`config.mk`:
```
export PLATFORM = sky130hd
export DESIGN_NAME = seq_detector_param_flat
export DESIGN_NICKNAME = d
export VERILOG_FILES = /design/src/rtl/seq_detector_param_if.sv /design/src/rtl/seq_detector_param.sv /design/src/flat_wrapper.sv
export SDC_FILE = /design/constraint.sdc
export NUM_CORES = 1
export LEC_CHECK = 0
export ABC_CLOCK_PERIOD_IN_PS = 1100
export BUFFER_PORTS_ARGS = -buffer_cell sky130_fd_sc_hd__buf_2
export CORE_AREA = 2 2 39 41
export CTS_CLUSTER_SIZE = 10
export DETAILED_ROUTE_END_ITERATION = 6
export DIE_AREA = 0 0 41 43
export GPL_TIMING_DRIVEN = 0
export PLACE_DENSITY = 0.62
export RECOVER_POWER = 50
export SYNTH_ARGS = -nofsm -noshare
export SYNTH_HDL_FRONTEND = slang
export SYNTH_SLANG_ARGS = --single-unit
```
`constraint.sdc`:
```
create_clock -name clk -period 1.1 [get_ports clk]
set_input_delay 0.22 -clock clk [delete_from_list [all_inputs] [get_ports clk]]
set_output_delay 0.22 -clock clk [all_outputs]
set_load 0.02 [all_outputs]
```
`src/rtl/seq_detector_param_if.sv`:
```
`default_nettype none
// +----------------------------------------------------------------------+
// | Module   : seq_detector_param_if                                     |
// | Brief    : Sample/pattern-load/detection bundle for seq_detector_param|
// | Revision : 1.0                                                        |
// +----------------------------------------------------------------------+
interface seq_detector_param_if #(
    parameter int PAT_W = 3,
    parameter int CNT_W = 8
);
    logic             en;
    logic             din;
    logic             pat_ld;
    logic [PAT_W-1:0] pat_in;
    logic             match;
    logic [CNT_W-1:0] match_cnt;
    logic [PAT_W-1:0] pattern;

    modport master (
        output en, din, pat_ld, pat_in,
        input  match, match_cnt, pattern
    );

    modport slave (
        input  en, din, pat_ld, pat_in,
        output match, match_cnt, pattern
    );
endinterface
`default_nettype wire

```
`src/rtl/seq_detector_param.sv`:
```
`default_nettype none
// +----------------------------------------------------------------------+
// | Module   : seq_detector_param                                        |
// | Brief    : Run-time loadable serial pattern detector; the saturating |
// |            match counter is built only when SEQDET_CNT_EN is defined.|
// | Revision : 1.0                                                        |
// +----------------------------------------------------------------------+
module seq_detector_param #(
    parameter int             PAT_W   = 3,
    parameter logic [PAT_W-1:0] PATTERN = 3'b110,
    parameter bit             OVERLAP = 1'b1,
    parameter int             CNT_W   = 8
) (
    input  wire logic           clk,
    input  wire logic           rst,
    seq_detector_param_if.slave bus
);
    localparam int               FILL_W     = $clog2(PAT_W);
    localparam logic [FILL_W-1:0] c_FILL_MAX = FILL_W'(PAT_W - 1);

    typedef enum logic [0:0] {
        S_FILL  = 1'b0,
        S_ARMED = 1'b1
    } state_t;

    state_t            r_state;
    logic [PAT_W-2:0]  r_hist;
    logic [FILL_W-1:0] r_fill;
    logic [PAT_W-1:0]  r_pat;
    logic              r_match;

    logic [PAT_W-1:0]  w_window;
    logic              w_hit;

    assign w_window = {r_hist, bus.din};
    assign w_hit    = bus.en && !bus.pat_ld && (r_state == S_ARMED) && (w_window == r_pat);

    always_ff @(posedge clk) begin
        if (rst) begin
            r_state <= S_FILL;
            r_hist  <= '0;
            r_fill  <= '0;
            r_pat   <= PATTERN;
            r_match <= 1'b0;
        end else if (bus.pat_ld) begin
            r_pat   <= bus.pat_in;
            r_fill  <= '0;
            r_state <= S_FILL;
            r_match <= 1'b0;
        end else if (bus.en) begin
            r_hist  <= w_window[PAT_W-2:0];
            r_match <= w_hit;
            if (w_hit && !OVERLAP) begin
                // Non-overlapping: the window restarts empty after a match.
                r_fill  <= '0;
                r_state <= S_FILL;
            end else if (r_state == S_FILL) begin
                r_fill <= r_fill + FILL_W'(1);
                if (r_fill == c_FILL_MAX - FILL_W'(1)) begin
                    r_state <= S_ARMED;
                end
            end
        end else begin
            r_match <= 1'b0;
        end
    end

    assign bus.match   = r_match;
    assign bus.pattern = r_pat;

`ifdef SEQDET_CNT_EN
    localparam logic [CNT_W-1:0] c_CNT_MAX = '1;

    logic [CNT_W-1:0] r_cnt;

    always_ff @(posedge clk) begin
        if (rst) begin
            r_cnt <= '0;
        end else if (w_hit && (r_cnt != c_CNT_MAX)) begin
            r_cnt <= r_cnt + CNT_W'(1);
        end
    end

    assign bus.match_cnt = r_cnt;
`else
    assign bus.match_cnt = {CNT_W{1'b0}};
`endif

endmodule
`default_nettype wire

```
`src/flat_wrapper.sv`:
```
// flat-port wrapper written by rule: the top's interface ports become plain ports
module seq_detector_param_flat 
#(
    parameter int             PAT_W   = 3,
    parameter logic [PAT_W-1:0] PATTERN = 3'b110,
    parameter bit             OVERLAP = 1'b1,
    parameter int             CNT_W   = 8
)
  (clk, rst, bus_en, bus_din, bus_pat_ld, bus_pat_in, bus_match, bus_match_cnt, bus_pattern);
  seq_detector_param_if #(.PAT_W(PAT_W), .CNT_W(CNT_W)) bus_i ();
  input  wire logic clk;
  input  wire logic rst;
  input wire logic [$bits(bus_i.en)-1:0] bus_en;
  input wire logic [$bits(bus_i.din)-1:0] bus_din;
  input wire logic [$bits(bus_i.pat_ld)-1:0] bus_pat_ld;
  input wire logic [$bits(bus_i.pat_in)-1:0] bus_pat_in;
  output wire logic [$bits(bus_i.match)-1:0] bus_match;
  output wire logic [$bits(bus_i.match_cnt)-1:0] bus_match_cnt;
  output wire logic [$bits(bus_i.pattern)-1:0] bus_pattern;
  assign bus_i.en = bus_en;
  assign bus_i.din = bus_din;
  assign bus_i.pat_ld = bus_pat_ld;
  assign bus_i.pat_in = bus_pat_in;
  assign bus_match = bus_i.match;
  assign bus_match_cnt = bus_i.match_cnt;
  assign bus_pattern = bus_i.pattern;
  seq_detector_param #(.PAT_W(PAT_W), .PATTERN(PATTERN), .OVERLAP(OVERLAP), .CNT_W(CNT_W)) u_core (.clk(clk), .rst(rst), .bus(bus_i));
endmodule
```
==> run metrics <==
switch share 26.0%; Syn-to-layout area delta 28.6%; Crit Path Category register to register; Die H approximately 43 um; ANT nets after route 0; initial antenna violation count 0; number of synthesized register bits 9; Root Buffer clkbuf_4; MaxCap Viol Count 0; Setup Fix Bufs, Post-CTS 0; Seq/Total Area, Yosys 40.3%; DP Worst Slack 72.4 ps; CP startpoint kind register; gr usage total 9.30%; FP Rows 14; Slew Limit Fails 0; Int Pwr 0.542 mW; final WL roughly 670 um; gpl congestion 0.682; Antenna Cells 0; Crit Path Max Fanout 2; Mean Syn Cell Area 9.71 um2; Initial Util 32.3%; Worst-Skew Late Latency ~250 ps; Comb pwr share 19.0%; element type at the critical path end register; Worst EP required approximately 1300 ps; Synth Cell Area 447 um2; Routed wire per std cell roughly 8.2 um; P_leak 0.270 nW; Die X a little over 40 um; Net Sw Power 0.191 mW; DR pass1 iterations 4; Reg2Reg Launch Point u_core.r_fill[1]; hold wc startpoint bus_pat_in[2]; post_cts resized 0; nets@finish 76; Synth warnings 0; RSZ-0062 raised after global routing no; die area 1760 um2; port buffer count 9; DR vias 327; cell area power density 1280 nW/um2; largest net degree at the start of global routing 11; setup_tns 0 ps; critical path arrival between 1000 and 1500 ps; Final Cycle Share 95.2%; DRT iter0 DRCs 4; maximum VDD drop approximately 1.0 mV; Tot Pwr roughly 0.73 mW; fmax 955 MHz; crit path from u_core.r_fill[1]; TritonCTS clock tree built; vias per inst 3.99; Filler Cells Inserted 154; Clock Power Share roughly a third; final setup margin 53.3 ps; Yosys cell types 19; GRT Residual Overflow 0; run status finished clean; Worst Skew 0.143 ps; Clock transition at path regs 60 ps; H-tree Lvls 1; Hold Path Class input pin to register; # clock sinks 9; Num CTS Buffers 3; post-route minimum period 1050 ps; Hold Buf Count CTS 0; Reg power frac 47.8%; I/O Pins 20; Post-DP HPWL 488 um; Core Region 1380 um2; Fin. Hold Viols 0; vias in the first global route 281; Final setup viols 0; drt drc 0; first-pass GRT wire length between 1000 and 1500 um; share of layout cells above drive strength 1 34.8%; post-synthesis cell count 46; Max clock buf depth 2
-- worst paths after layout --
check | depth (start not counted) | slack [ps] | to
worst max-delay path | 3 | 50 | u_core.r_fill[1]
worst min-delay path | 2 | 170 | u_core.bus.pattern[2]
worst max register to register | 3 | 50 | u_core.r_fill[1]
worst min register to register | 2 | 520 | u_core.r_hist[1]
-- power by group through the flow --
stage	sequential [mW]	combinational [mW]	clock (mW)
floorplan	0.366	0.0990	0
global placement	0.357	0.132	0
global route	0.352	0.156	0.268
finish	0.351	0.140	0.243
detailed placement	0.358	0.133	0
CTS	0.351	0.135	0.253
-- worst max-delay path: stages (launching register included) --
cell	delay (ps)
dfxtp_1	330
inv_1	40
ha_1	300
a2111oi_4	280
-- metal layers --
layer | share of wire (%) | GRT usage [%]
met1 | 44 | 11.8
met4 | 0 | 0
met5 | 0 | 0
met2 | 43 | 13.8
met3 | 12 | 6.28
-- layout make-up --
class | count | area (um2) | area share (%)
clock buffers | 4 | 26.3 | 4.58
inverters | 1 | 3.75 | 0.654
plain buffers | 10 | 68.8 | 12.0
well taps | 16 | 20.0 | 3.49
flip-flops and latches | 9 | 180 | 31.4
multi-input cells | 33 | 230 | 40.1
repair buffers | 9 | 45.0 | 7.84
-- kinds of logic after synthesis --
family	after synthesis	synth area share (%)
AOI/OAI and AO/OA	4	8.40
xor gates and xnor gates	4	7.84
adders and majority gates	1	2.80
buffers and inverters	11	16.2
DFF	9	40.3
muxes	3	6.72
other	1	0.840
and+or+nand+nor	13	16.8
-- synth_stat cells, drive strengths merged --
master,number,area share (%)
conb,1,0.84
nand4,1,1.4
a21oi,1,1.1
clkbuf,1,0.84
inv,1,0.84
dfxtp,9,40
a211o,2,3.9
a2111oi,1,3.4
nor2b,4,7.8
xor2,2,3.9
buf,9,15
ha,1,2.8
xnor2,2,3.9
mux2i,3,6.7
nor3,3,3.4
nor2,5,4.2
-- flip-flops by register name, summed over array words and instances, names as in the netlist --
name	flops
u_core.r_fill	2
u_core.bus.pattern	3
u_core.r_state	1
u_core.bus.match	1
u_core.r_hist	2
-- placed cells by master (no fill, tap or decap), types with 2 or more instances in the layout --
cell type and instances:
dfxtp_1 9, clkbuf_4 3, nor2b_1 3, mux2i_1 3
nor3_1 3, buf_4 8, buf_2 9, nor2_1 5
xor2_1 2, conb_1 8, xnor2_1 2, clkbuf_1 2
a211o_1 2
-- through the flow --
step / util [%] / hold WS, ps / std cells / cell area (um2)
final: 41.5 / 173 / 82 / 574
after global routing: 41.5 / 181 / 82 / 574
after CTS: 40.8 / 167 / 82 / 564
after detailed placement: 38.9 / 432 / 78 / 538
after global placement: 38.9 / 427 / 78 / 538
after floorplan: - / 342 / 53 / 473
Power figures use the tool's default switching activity.
